<file path="src/rtl/rr_arbiter_4_if.sv">
// ============================================================================
// Module  : rr_arbiter_4_if
// Brief   : Request/grant bundle between four requesters and rr_arbiter_4.
// Revision: 1.0 - initial release
// ============================================================================
`default_nettype none

interface rr_arbiter_4_if;
  logic       EN;
  logic [3:0] REQ;
  logic [3:0] GNT;
  logic [1:0] GNT_ID;
  logic       GNT_VALID;
  logic       TIMEOUT;

  modport master (
    output EN, REQ,
    input  GNT, GNT_ID, GNT_VALID, TIMEOUT
  );

  modport slave (
    input  EN, REQ,
    output GNT, GNT_ID, GNT_VALID, TIMEOUT
  );
endinterface

`default_nettype wire

</file>
<file path="src/rtl/rr_arbiter_4.sv">
// ============================================================================
// Module  : rr_arbiter_4
// Brief   : Four-way round-robin arbiter driving a one-hot grant and its index.
//           Optional hold-timeout revoke enabled by macro RR_ARB_TIMEOUT_EN.
// Revision: 1.0 - initial release
// ============================================================================
`default_nettype none

module rr_arbiter_4 #(
  parameter int MAX_HOLD  = 16,
  parameter int RESET_PTR = 0
) (
  input  wire logic         clk,
  input  wire logic         rst,
  rr_arbiter_4_if.slave     bus
);

  typedef enum logic [0:0] {
    S_IDLE  = 1'b0,
    S_GRANT = 1'b1
  } state_t;

  state_t     r_state,   w_state_nxt;
  logic [1:0] r_ptr,     w_ptr_nxt;
  logic [1:0] r_gnt_id,  w_gnt_id_nxt;
  logic [3:0] r_gnt,     w_gnt_nxt;
  logic       r_timeout, w_timeout_nxt;
  logic [1:0] w_rel_ptr;
  logic [1:0] w_win_idle;
  logic [1:0] w_win_rel;

`ifdef RR_ARB_TIMEOUT_EN
  localparam int c_hold_w = $clog2(MAX_HOLD + 1);
  logic [c_hold_w-1:0] r_hold_cnt, w_hold_cnt_nxt;
`else
  logic w_unused_max_hold;
  assign w_unused_max_hold = (MAX_HOLD >= 2);
`endif

  // First requester at or after 'start', wrapping mod 4; lowest offset wins.
  function automatic logic [1:0] f_winner(input logic [3:0] req, input logic [1:0] start);
    logic [1:0] idx;
    logic [1:0] win;
    win = start;
    for (int k = 3; k >= 0; k--) begin
      idx = start + 2'(k);
      if (req[idx]) win = idx;
    end
    return win;
  endfunction

  assign w_rel_ptr  = r_gnt_id + 2'd1;
  assign w_win_idle = f_winner(bus.REQ, r_ptr);
  assign w_win_rel  = f_winner(bus.REQ, w_rel_ptr);

  always_ff @(posedge clk) begin
    if (rst) begin
      r_state    <= S_IDLE;
      r_ptr      <= 2'(RESET_PTR);
      r_gnt_id   <= 2'd0;
      r_gnt      <= 4'd0;
      r_timeout  <= 1'b0;
`ifdef RR_ARB_TIMEOUT_EN
      r_hold_cnt <= '0;
`endif
    end else begin
      r_state    <= w_state_nxt;
      r_ptr      <= w_ptr_nxt;
      r_gnt_id   <= w_gnt_id_nxt;
      r_gnt      <= w_gnt_nxt;
      r_timeout  <= w_timeout_nxt;
`ifdef RR_ARB_TIMEOUT_EN
      r_hold_cnt <= w_hold_cnt_nxt;
`endif
    end
  end

  always_comb begin
    w_state_nxt   = r_state;
    w_ptr_nxt     = r_ptr;
    w_gnt_id_nxt  = r_gnt_id;
    w_gnt_nxt     = r_gnt;
    w_timeout_nxt = 1'b0;
`ifdef RR_ARB_TIMEOUT_EN
    w_hold_cnt_nxt = r_hold_cnt;
`endif

    if (!bus.EN) begin
      // Pointer and last index survive a disable so arbitration resumes fairly.
      w_gnt_nxt   = 4'd0;
      w_state_nxt = S_IDLE;
`ifdef RR_ARB_TIMEOUT_EN
      w_hold_cnt_nxt = '0;
`endif
    end else begin
      case (r_state)
        S_IDLE: begin
          if (|bus.REQ) begin
            w_gnt_nxt    = 4'b0001 << w_win_idle;
            w_gnt_id_nxt = w_win_idle;
            w_state_nxt  = S_GRANT;
`ifdef RR_ARB_TIMEOUT_EN
            w_hold_cnt_nxt = c_hold_w'(1);
`endif
          end
        end
        S_GRANT: begin
          if (bus.REQ[r_gnt_id]) begin
`ifdef RR_ARB_TIMEOUT_EN
            if (r_hold_cnt == c_hold_w'(MAX_HOLD)) begin
              w_gnt_nxt      = 4'd0;
              w_timeout_nxt  = 1'b1;
              w_ptr_nxt      = w_rel_ptr;
              w_state_nxt    = S_IDLE;
              w_hold_cnt_nxt = '0;
            end else begin
              w_hold_cnt_nxt = r_hold_cnt + c_hold_w'(1);
            end
`endif
          end else begin
            // Release: hand off in the same edge when someone else is waiting.
            w_ptr_nxt = w_rel_ptr;
            if (|bus.REQ) begin
              w_gnt_nxt    = 4'b0001 << w_win_rel;
              w_gnt_id_nxt = w_win_rel;
`ifdef RR_ARB_TIMEOUT_EN
              w_hold_cnt_nxt = c_hold_w'(1);
`endif
            end else begin
              w_gnt_nxt   = 4'd0;
              w_state_nxt = S_IDLE;
`ifdef RR_ARB_TIMEOUT_EN
              w_hold_cnt_nxt = '0;
`endif
            end
          end
        end
        default: begin
          w_gnt_nxt   = 4'd0;
          w_state_nxt = S_IDLE;
        end
      endcase
    end
  end

  assign bus.GNT       = r_gnt;
  assign bus.GNT_ID    = r_gnt_id;
  assign bus.GNT_VALID = |r_gnt;
  assign bus.TIMEOUT   = r_timeout;

endmodule

`default_nettype wire

</file>
<file path="src/flat_wrapper.sv">
// flat-port wrapper written by rule: the top's interface ports become plain ports
module rr_arbiter_4_flat 
#(
  parameter int MAX_HOLD  = 16,
  parameter int RESET_PTR = 0
)
  (clk, rst, bus_EN, bus_REQ, bus_GNT, bus_GNT_ID, bus_GNT_VALID, bus_TIMEOUT);
  rr_arbiter_4_if bus_i ();
  input  wire logic clk;
  input  wire logic rst;
  input wire logic [$bits(bus_i.EN)-1:0] bus_EN;
  input wire logic [$bits(bus_i.REQ)-1:0] bus_REQ;
  output wire logic [$bits(bus_i.GNT)-1:0] bus_GNT;
  output wire logic [$bits(bus_i.GNT_ID)-1:0] bus_GNT_ID;
  output wire logic [$bits(bus_i.GNT_VALID)-1:0] bus_GNT_VALID;
  output wire logic [$bits(bus_i.TIMEOUT)-1:0] bus_TIMEOUT;
  assign bus_i.EN = bus_EN;
  assign bus_i.REQ = bus_REQ;
  assign bus_GNT = bus_i.GNT;
  assign bus_GNT_ID = bus_i.GNT_ID;
  assign bus_GNT_VALID = bus_i.GNT_VALID;
  assign bus_TIMEOUT = bus_i.TIMEOUT;
  rr_arbiter_4 #(.MAX_HOLD(MAX_HOLD), .RESET_PTR(RESET_PTR)) u_core (.clk(clk), .rst(rst), .bus(bus_i));
endmodule
</file>
<file path="config.mk">
export PLATFORM = sky130hd
export DESIGN_NAME = rr_arbiter_4_flat
export DESIGN_NICKNAME = d
export VERILOG_FILES = /design/src/rtl/rr_arbiter_4_if.sv /design/src/rtl/rr_arbiter_4.sv /design/src/flat_wrapper.sv
export SDC_FILE = /design/constraint.sdc
export NUM_CORES = 1
export LEC_CHECK = 0
export CAP_MARGIN = 30
export CORE_UTILIZATION = 30
export DETAILED_ROUTE_END_ITERATION = 8
export HOLD_SLACK_MARGIN = 0.03
export PLACE_DENSITY = 0.53
export SETUP_SLACK_MARGIN = 0.15
export SYNTH_ARGS = -nofsm -noshare
export SYNTH_HDL_FRONTEND = slang
export SYNTH_SLANG_ARGS = --single-unit
</file>
<file path="constraint.sdc">
create_clock -name clk -period 3.35 [get_ports clk]
set_clock_uncertainty 0.15 [all_clocks]
set_input_delay 0.8375 -clock clk [delete_from_list [all_inputs] [get_ports clk]]
set_output_delay 0.8375 -clock clk [all_outputs]
set_load 0.01 [all_outputs]
</file>
==> reports/metrics.yaml, run 1 <==
outcome:
  outcome: "finished, final reports clean"
global_route:
  overflow: 0
  grt_usage_pct: 13.8
  grt_pass1_vias: 614
  grt.met1_usage_pct: 15.4
  busiest_layer: "met2"
  grt_max_degree: 14
  grt_pass1_wl_mm: 2.58
  grt_antenna_before_repair: 0
  use_met3_pct: 3.64
  grt_util_met2_pct: 23.8
synthesis:
  synth_cells: 82
  synth_top_family_by_area: "compound AO/OA/AOI/OAI gates"
  yosys_warnings: 0
  synth_xor_area_share_pct: 1.25
  synth_most_common_cell: "nor2_1"
  avgSynthCellArea_um2: 8.56
  synth.mux.area_fraction_pct: 4.63
  synth_commonest_cells: "10 x nor2_1, 9 x dfxtp_1, 6 x nand2b_1"
  ys_ff_latch: 9
  async_flop_share_pct: 0
  ys.flop_type: "dfxtp_1"
  synth.cell_area_um2: 702
  synthSimpleGateAreaFrac_pct: 28.0
  syn_nets: 89
  synth_edf_count: 0
  synth_compound_area_share_pct: 33.7
  synth_cell_types: 41
  synth_largest_area_cell: "dfxtp_1"
  synth.area.top_cells: "dfxtp_1 26%, nand2b_1 5.3%, nor2_1 5.3%"
  seq_area_frac_synth_pct: 25.7
  synth_top_area_share_pct: 25.7
  synthAdderAreaFrac_pct: 0
power:
  leakage_nw: 0.296
  ir_drop_mv: 0.135
  powerDensity_mw_per_mm2: 353
clock_network:
  hold_buffers: 0
  cts_buffers: 3
  cts-resized-gates: 0
  tritoncts: "done"
  h-tree-depth: 1
  cts_num_sinks: 9
  clk_latency_ns: 0.26
  clk_pin_slew_ns: 0.06
  clk_root_buffer_cell: "clkbuf_4"
  cts_post_setup_buffers_inserted: 0
  clock_path_buffers: 2
layout:
  diodes: 0
  area_growth_pct: 23.2
  final_nets: 103
  regArea_um2: 180
  drive_gt1_share_pct: 15.8
  fill_cells: 242
  multiInputGateArea_um2: 478
route:
  via_per_inst: 5.21
  firstDrtPassIters: 4
  wirelength_mm: 1.47
  vias: 641
  ant_nets: 0
  post-route-drc-count: 0
  drtIter0Drc: 8
  wire_per_inst_um: 12.0
worst_setup_path:
  rr_worst_depth: 5
  worstSetupStartpoint: "bus_REQ[3]"
  cp_max_fo: 13
  endpoint_kind: "flip-flop"
  r2r_setup_slack_ns: 1.53
  cp-endpoint: "u_core.bus.GNT[0]"
  crit_type: "input port to flip-flop"
  arrival_ns: 2.68
  r2r-start: "u_core.bus.GNT_ID[0]"
  r2r-end: "u_core.bus.GNT[0]"
  start_kind: "input port"
  crit_required_ns: 3.37
place:
  numPortBuffers: 13
  dp_hpwl_mm: 1.18
  place.gp.congestion: 0.830
worst_hold_path:
  hp-class: "flip-flop to flip-flop"
sta:
  finalCriticalPeriod_ns: 2.66
  fin_setup_tns_ns: 0
  finalSetupViolCount: 0
  max_freq_mhz: 376
  drv_slew: 0
  rsz0062_at_grt: "no"
  hold_ws_ns: 0.361
  min_period_over_period_pct: 79.4
  finalHoldViolCount: 0
floorplanning:
  dieWidth_um: 50.4
  core_area_mm2: 0.00221
  dieArea_mm2: 0.00254
  fp.dieH_um: 50.4
  floorplan.io_pins: 15
  initial_core_util_pct: 31.7
  core.rowCount: 17
flow_run:
  maxCapViolations: 0
[registers in the layout, summed over array words and instances (netlist names)]
register,flops
u_core.r_ptr,2
u_core.bus.GNT,4
u_core.bus.GNT_ID,2
u_core.r_state,1
[routing by layer]
metal  wire length [µm]  part of all wire [%]
met1                677                    46
met2                702                    48
met3                 62                   4.2
met4                 28                   1.9
met5                  0                     0
[per-stage QoR]
stage                     cells  setup slack, ns  instance area, µm²  power (W)  utilization, %
after floorplan              82             1.15                 702   0.000193               -
after global placement      119            0.459                 838   0.000225            37.9
after detailed placement    119            0.411                 838   0.000226            37.9
after CTS                   123            0.684                 865   0.000310            39.1
after global routing        123            0.570                 865   0.000327            39.1
final                       123            0.689                 865   0.000305            39.1
[layout by cell type, fill, tap and decap left out, types with 2 or more instances in the layout]
| cell type | n |
|---|---|
| nor2_1 | 10 |
| o21ai_1 | 4 |
| a311oi_1 | 2 |
| nor2b_1 | 3 |
| nand2_1 | 3 |
| nand2b_1 | 6 |
| a21oi_1 | 2 |
| clkbuf_4 | 3 |
| inv_1 | 3 |
| a211oi_2 | 2 |
| dfxtp_1 | 9 |
| a211oi_1 | 4 |
| o21ai_0 | 3 |
| clkdlybuf4s50_1 | 13 |
| a21o_1 | 2 |
[final cells by class]
cell class / count / area share (%)
Inverter: 4 / 1.74
Tap cell: 28 / 4.05
Timing Repair Buffer: 13 / 15.1
Multi-Input combinational cell: 65 / 55.3
Sequential cell: 9 / 20.8
Clock buffer: 4 / 3.04
[power by group]
group	switching, W	internal (W)	total (W)	leakage [nW]
sequential	0.00000998	0.000114	0.000124	0.0737
clock	0.0000369	0.0000458	0.0000827	0.0150
combinational	0.0000480	0.0000507	0.0000987	0.208
total	0.0000948	0.000211	0.000305	0.296
[worst max-delay path, cell delays in order]
cell and delay [ns]:
clkdlybuf4s50_1 0.60, or2_1 0.33, a22oi_2 0.15, o221ai_2 0.16, or3b_1 0.39, a311oi_2 0.22
[worst min-delay path by stage]
stage | from | end | slack, ns | cells past startpoint
after floorplan | u_core.r_ptr[0] | u_core.r_ptr[0] | 0.35 | 2
after CTS | u_core.bus.GNT[3] | u_core.bus.GNT[3] | 0.36 | 2
after global placement | u_core.bus.GNT[2] | u_core.bus.GNT[2] | 0.36 | 2
after detailed placement | u_core.bus.GNT[3] | u_core.bus.GNT[3] | 0.36 | 2
after global routing | u_core.bus.GNT[3] | u_core.bus.GNT[3] | 0.38 | 2
final | u_core.bus.GNT[3] | u_core.bus.GNT[3] | 0.36 | 2
[cell families after synthesis]
family | after synthesis
other | 1
buffers and inverters | 8
muxes | 2
AOI/OAI and AO/OA | 28
xor gates and xnor gates | 1
and+or+nand+nor | 33
DFF | 9
Power figures use the tool's default switching activity.
==> run 2, diff against run 1 <==
--- a/config.mk
+++ b/config.mk
@@ -9,7 +9,7 @@
 export CORE_UTILIZATION = 30
 export DETAILED_ROUTE_END_ITERATION = 8
 export HOLD_SLACK_MARGIN = 0.03
-export PLACE_DENSITY = 0.53
+export PLACE_DENSITY = 0.55
 export SETUP_SLACK_MARGIN = 0.15
 export SYNTH_ARGS = -nofsm -noshare
 export SYNTH_HDL_FRONTEND = slang
==> constraint.sdc (replaced) <==
create_clock -name clk -period 2.4 [get_ports clk]
set_clock_uncertainty 0.15 [all_clocks]
set_input_delay 0.6 -clock clk [delete_from_list [all_inputs] [get_ports clk]]
set_output_delay 0.6 -clock clk [all_outputs]
set_load 0.01 [all_outputs]
==> run 2 against run 1 <==
  * Clock power increased by 43%
  * Hold slack got worse by 0.0045 ns
  * Non-clock buffer count increased by 8
  * Total power increased by 44%
  * Routed wire length increased by 8.4%
  * Clock-buffer cell count unchanged
  * Setup slack got worse by 0.44 ns
  * Global-route usage increased by 0.86 points
  * Core utilization increased by 2.8 points
  * Critical path type is now flip-flop to primary output
  * Largest power group unchanged
==> reports/metrics.yaml, run 2 (synthesis gave the netlist of run 1 again) <==
clock_network:
  cts_buffers: 3  # unchanged
  tritoncts: "done"
  cts_num_sinks: 9  # unchanged
  clk_latency_ns: 0.26  # about the same
  clk_root_buffer_cell: "clkbuf_4"
  h-tree-depth: 1  # unchanged
  clock_path_buffers: 2  # unchanged
  hold_buffers: 0  # unchanged
  cts_post_setup_buffers_inserted: 0  # unchanged
  clk_pin_slew_ns: 0.06  # about the same
layout:
  area_growth_pct: 31.9
  fill_cells: 232  # -4.1%
  stdcell_count: 131  # +6.5%
  final_nets: 111  # +7.8%
  layout_commonest_cell: "nor2_1"
  stdcell_area_um2: 926  # +7.1%
  regArea_um2: 180  # unchanged
  multiInputGateArea_um2: 478  # unchanged
  final_cell_mix: "10 x nor2_1, 9 x dfxtp_1, 8 x clkdlybuf4s50_1, 8 x buf_4, 6 x nand2b_1"
  drive_gt1_share_pct: 22.3  # +6.5 points
  largest_reg_flops: 4  # unchanged
  diodes: 0  # unchanged
floorplanning:
  dieArea_mm2: 0.00254  # unchanged
  core_area_mm2: 0.00221  # unchanged
  dieWidth_um: 50.4  # unchanged
  initial_core_util_pct: 31.7  # unchanged
  floorplan.io_pins: 15  # unchanged
  core.rowCount: 17  # unchanged
  fp.dieH_um: 50.4  # unchanged
global_route:
  grt_max_degree: 11  # -3
  grt_pass1_vias: 682  # +11%
  overflow: 0  # unchanged
  grt_antenna_before_repair: 0  # unchanged
  grt_pass1_wl_mm: 2.87  # +11%
  grt_usage_pct: 14.7  # +0.86 points
sta:
  min_period_over_period_pct: 89.7
  finalHoldViolCount: 0  # unchanged
  finalCriticalPeriod_ns: 2.15
  drv_slew: 0  # unchanged
  fin_setup_tns_ns: 0  # unchanged
  fin_ws_ns: 0.246  # -0.442 ns
  rsz0062_at_grt: "no"
  finalSetupViolCount: 0  # unchanged
  max_freq_mhz: 464
  hold_ws_ns: 0.356  # -0.00448 ns
flow_run:
  maxCapViolations: 0  # unchanged
outcome:
  outcome: "finished, final reports clean"
worst_hold_path:
  hp-class: "flip-flop to flip-flop"
worst_setup_path:
  r2r_setup_slack_ns: 0.54  # -0.99 ns
  cpLargestDelayFamily: "buffers and inverters"
  cp_max_fo: 8  # -5
  cp_num_buf_inv: 1  # unchanged
  rr_worst_depth: 6  # +1
  crit_path_top_delay_cell: "clkdlybuf4s50_1"
  crit_required_ns: 1.65  # -1.72 ns
  arrival_ns: 1.40  # -1.28 ns
  endpoint_kind: "primary output"
  critical-path-max-stage-delay_ns: 0.61  # about the same
  crit_cells: 1  # -5
  r2r-start: "u_core.bus.GNT_ID[0]"
  r2r-end: "u_core.bus.GNT[0]"
  start_kind: "flip-flop"
  path_cells: "clkdlybuf4s50_1"
  crit_type: "flip-flop to primary output"
  worstSetupStartpoint: "u_core.bus.GNT_ID[0]"
  cp-endpoint: "bus_GNT_ID[0]"
route:
  wire_per_inst_um: 12.2  # +1.8%
  ant_nets: 0  # unchanged
  post-route-drc-count: 0  # unchanged
  drtIter0Drc: 6  # -2
  firstDrtPassIters: 4  # unchanged
  via_per_inst: 5.24  # +0.63%
  vias: 687  # +7.2%
  wirelength_mm: 1.60  # +8.4%
place:
  place.gp.congestion: 0.783  # -5.7%
  numPortBuffers: 13  # unchanged
  dp_cells: 127  # +6.7%
  place_ws_ns: -0.153  # -0.564 ns
  dp_hpwl_mm: 1.26  # +6.8%
  post_dp_cell_area_um2: 898  # +7.2%
power:
  power_frac_comb_pct: 33.8  # +1.5 points
  power_frac_seq_pct: 39.3  # -1.3 points
  clkPwrFrac_pct: 26.8  # -0.3 points
  ir_drop_mv: 0.425  # +210%
  p_int_w: 0.000301  # +43%
  leakage_nw: 0.359  # +21%
  netSwitchingPower_w: 0.000139  # +47%
  powerDensity_mw_per_mm2: 476  # +35%
  sw_frac_of_total_pct: 31.6  # +0.57 points
==> run 2: cell count changes in the layout (fill, tap and decap cells not counted), sizes merged <==
cell           before  now
buf                 0    8
clkdlybuf4s50      13    8
dlygate4sd2         0    3
dlymetal6s2s        0    2
==> run 2: worst reg2reg max path, cell delays in order, from the launching register on <==
cell and delay, ns:
dfxtp_1 0.53, nand2b_1 0.18, buf_4 0.11, a21o_1 0.11
o221ai_2 0.09, or3b_1 0.37, a311oi_2 0.22
==> run 2: routing by layer <==
layer	part of all wire, %	vias up	global-route usage [%]	wire length, µm
met1	49	327	17.5	780
met5	0	-	0	0
met4	0	0	2.78	0
met3	3.4	0	4.55	55
li1	-	347	-	-
met2	48	13	25.8	759
==> run 2: worst min path at each step <==
stage | cells past startpoint | from | slack, ns | endpoint
finish | 2 | u_core.bus.GNT[2] | 0.36 | u_core.bus.GNT[2]
global route | 2 | u_core.bus.GNT[3] | 0.40 | u_core.bus.GNT[3]
CTS | 2 | u_core.bus.GNT[2] | 0.36 | u_core.bus.GNT[2]
detailed placement | 2 | u_core.bus.GNT[2] | 0.35 | u_core.bus.GNT[2]
global placement | 2 | u_core.bus.GNT[2] | 0.36 | u_core.bus.GNT[2]
floorplan | 2 | u_core.r_ptr[0] | 0.35 | u_core.r_ptr[0]
==> run 2: layout make-up <==
type,instances,area share [%]
repair buffers,21,20.7
inverters,4,1.62
flip-flops and latches,9,19.5
clock buffers,4,2.84
multi-input cells,65,51.6
well taps,28,3.78
==> run 2: power groups by stage <==
stage / logic [W] / registers [W] / clock network [W]
floorplan: 0.0000946 / 0.000174 / 0
global placement: 0.000151 / 0.000177 / 0
detailed placement: 0.000153 / 0.000177 / 0
CTS: 0.000150 / 0.000174 / 0.000121
global route: 0.000165 / 0.000175 / 0.000134
finish: 0.000149 / 0.000173 / 0.000118
==> run 2: metrics by stage <==
step | utilization (%) | total power (W)
after floorplan | - | 0.000269
after CTS | 41.6 | 0.000444
after detailed placement | 40.6 | 0.000329
after global placement | 40.6 | 0.000328
final | 41.9 | 0.000441
after global routing | 41.9 | 0.000474
==> run 2: what timing repair did <==
item,CTS,global route
endpoints found under the setup margin,4,8
pin swaps,1,1
gates resized for setup,3,2
==> run 3, diff against run 2 <==
--- a/config.mk
+++ b/config.mk
@@ -8,7 +8,7 @@
 export CAP_MARGIN = 30
 export CORE_UTILIZATION = 30
 export DETAILED_ROUTE_END_ITERATION = 8
-export HOLD_SLACK_MARGIN = 0.03
+export HOLD_SLACK_MARGIN = 0.1
 export PLACE_DENSITY = 0.55
 export SETUP_SLACK_MARGIN = 0.15
 export SYNTH_ARGS = -nofsm -noshare
==> results of run 3 <==
Final layout, timing and power as in run 2 (identical DEF).
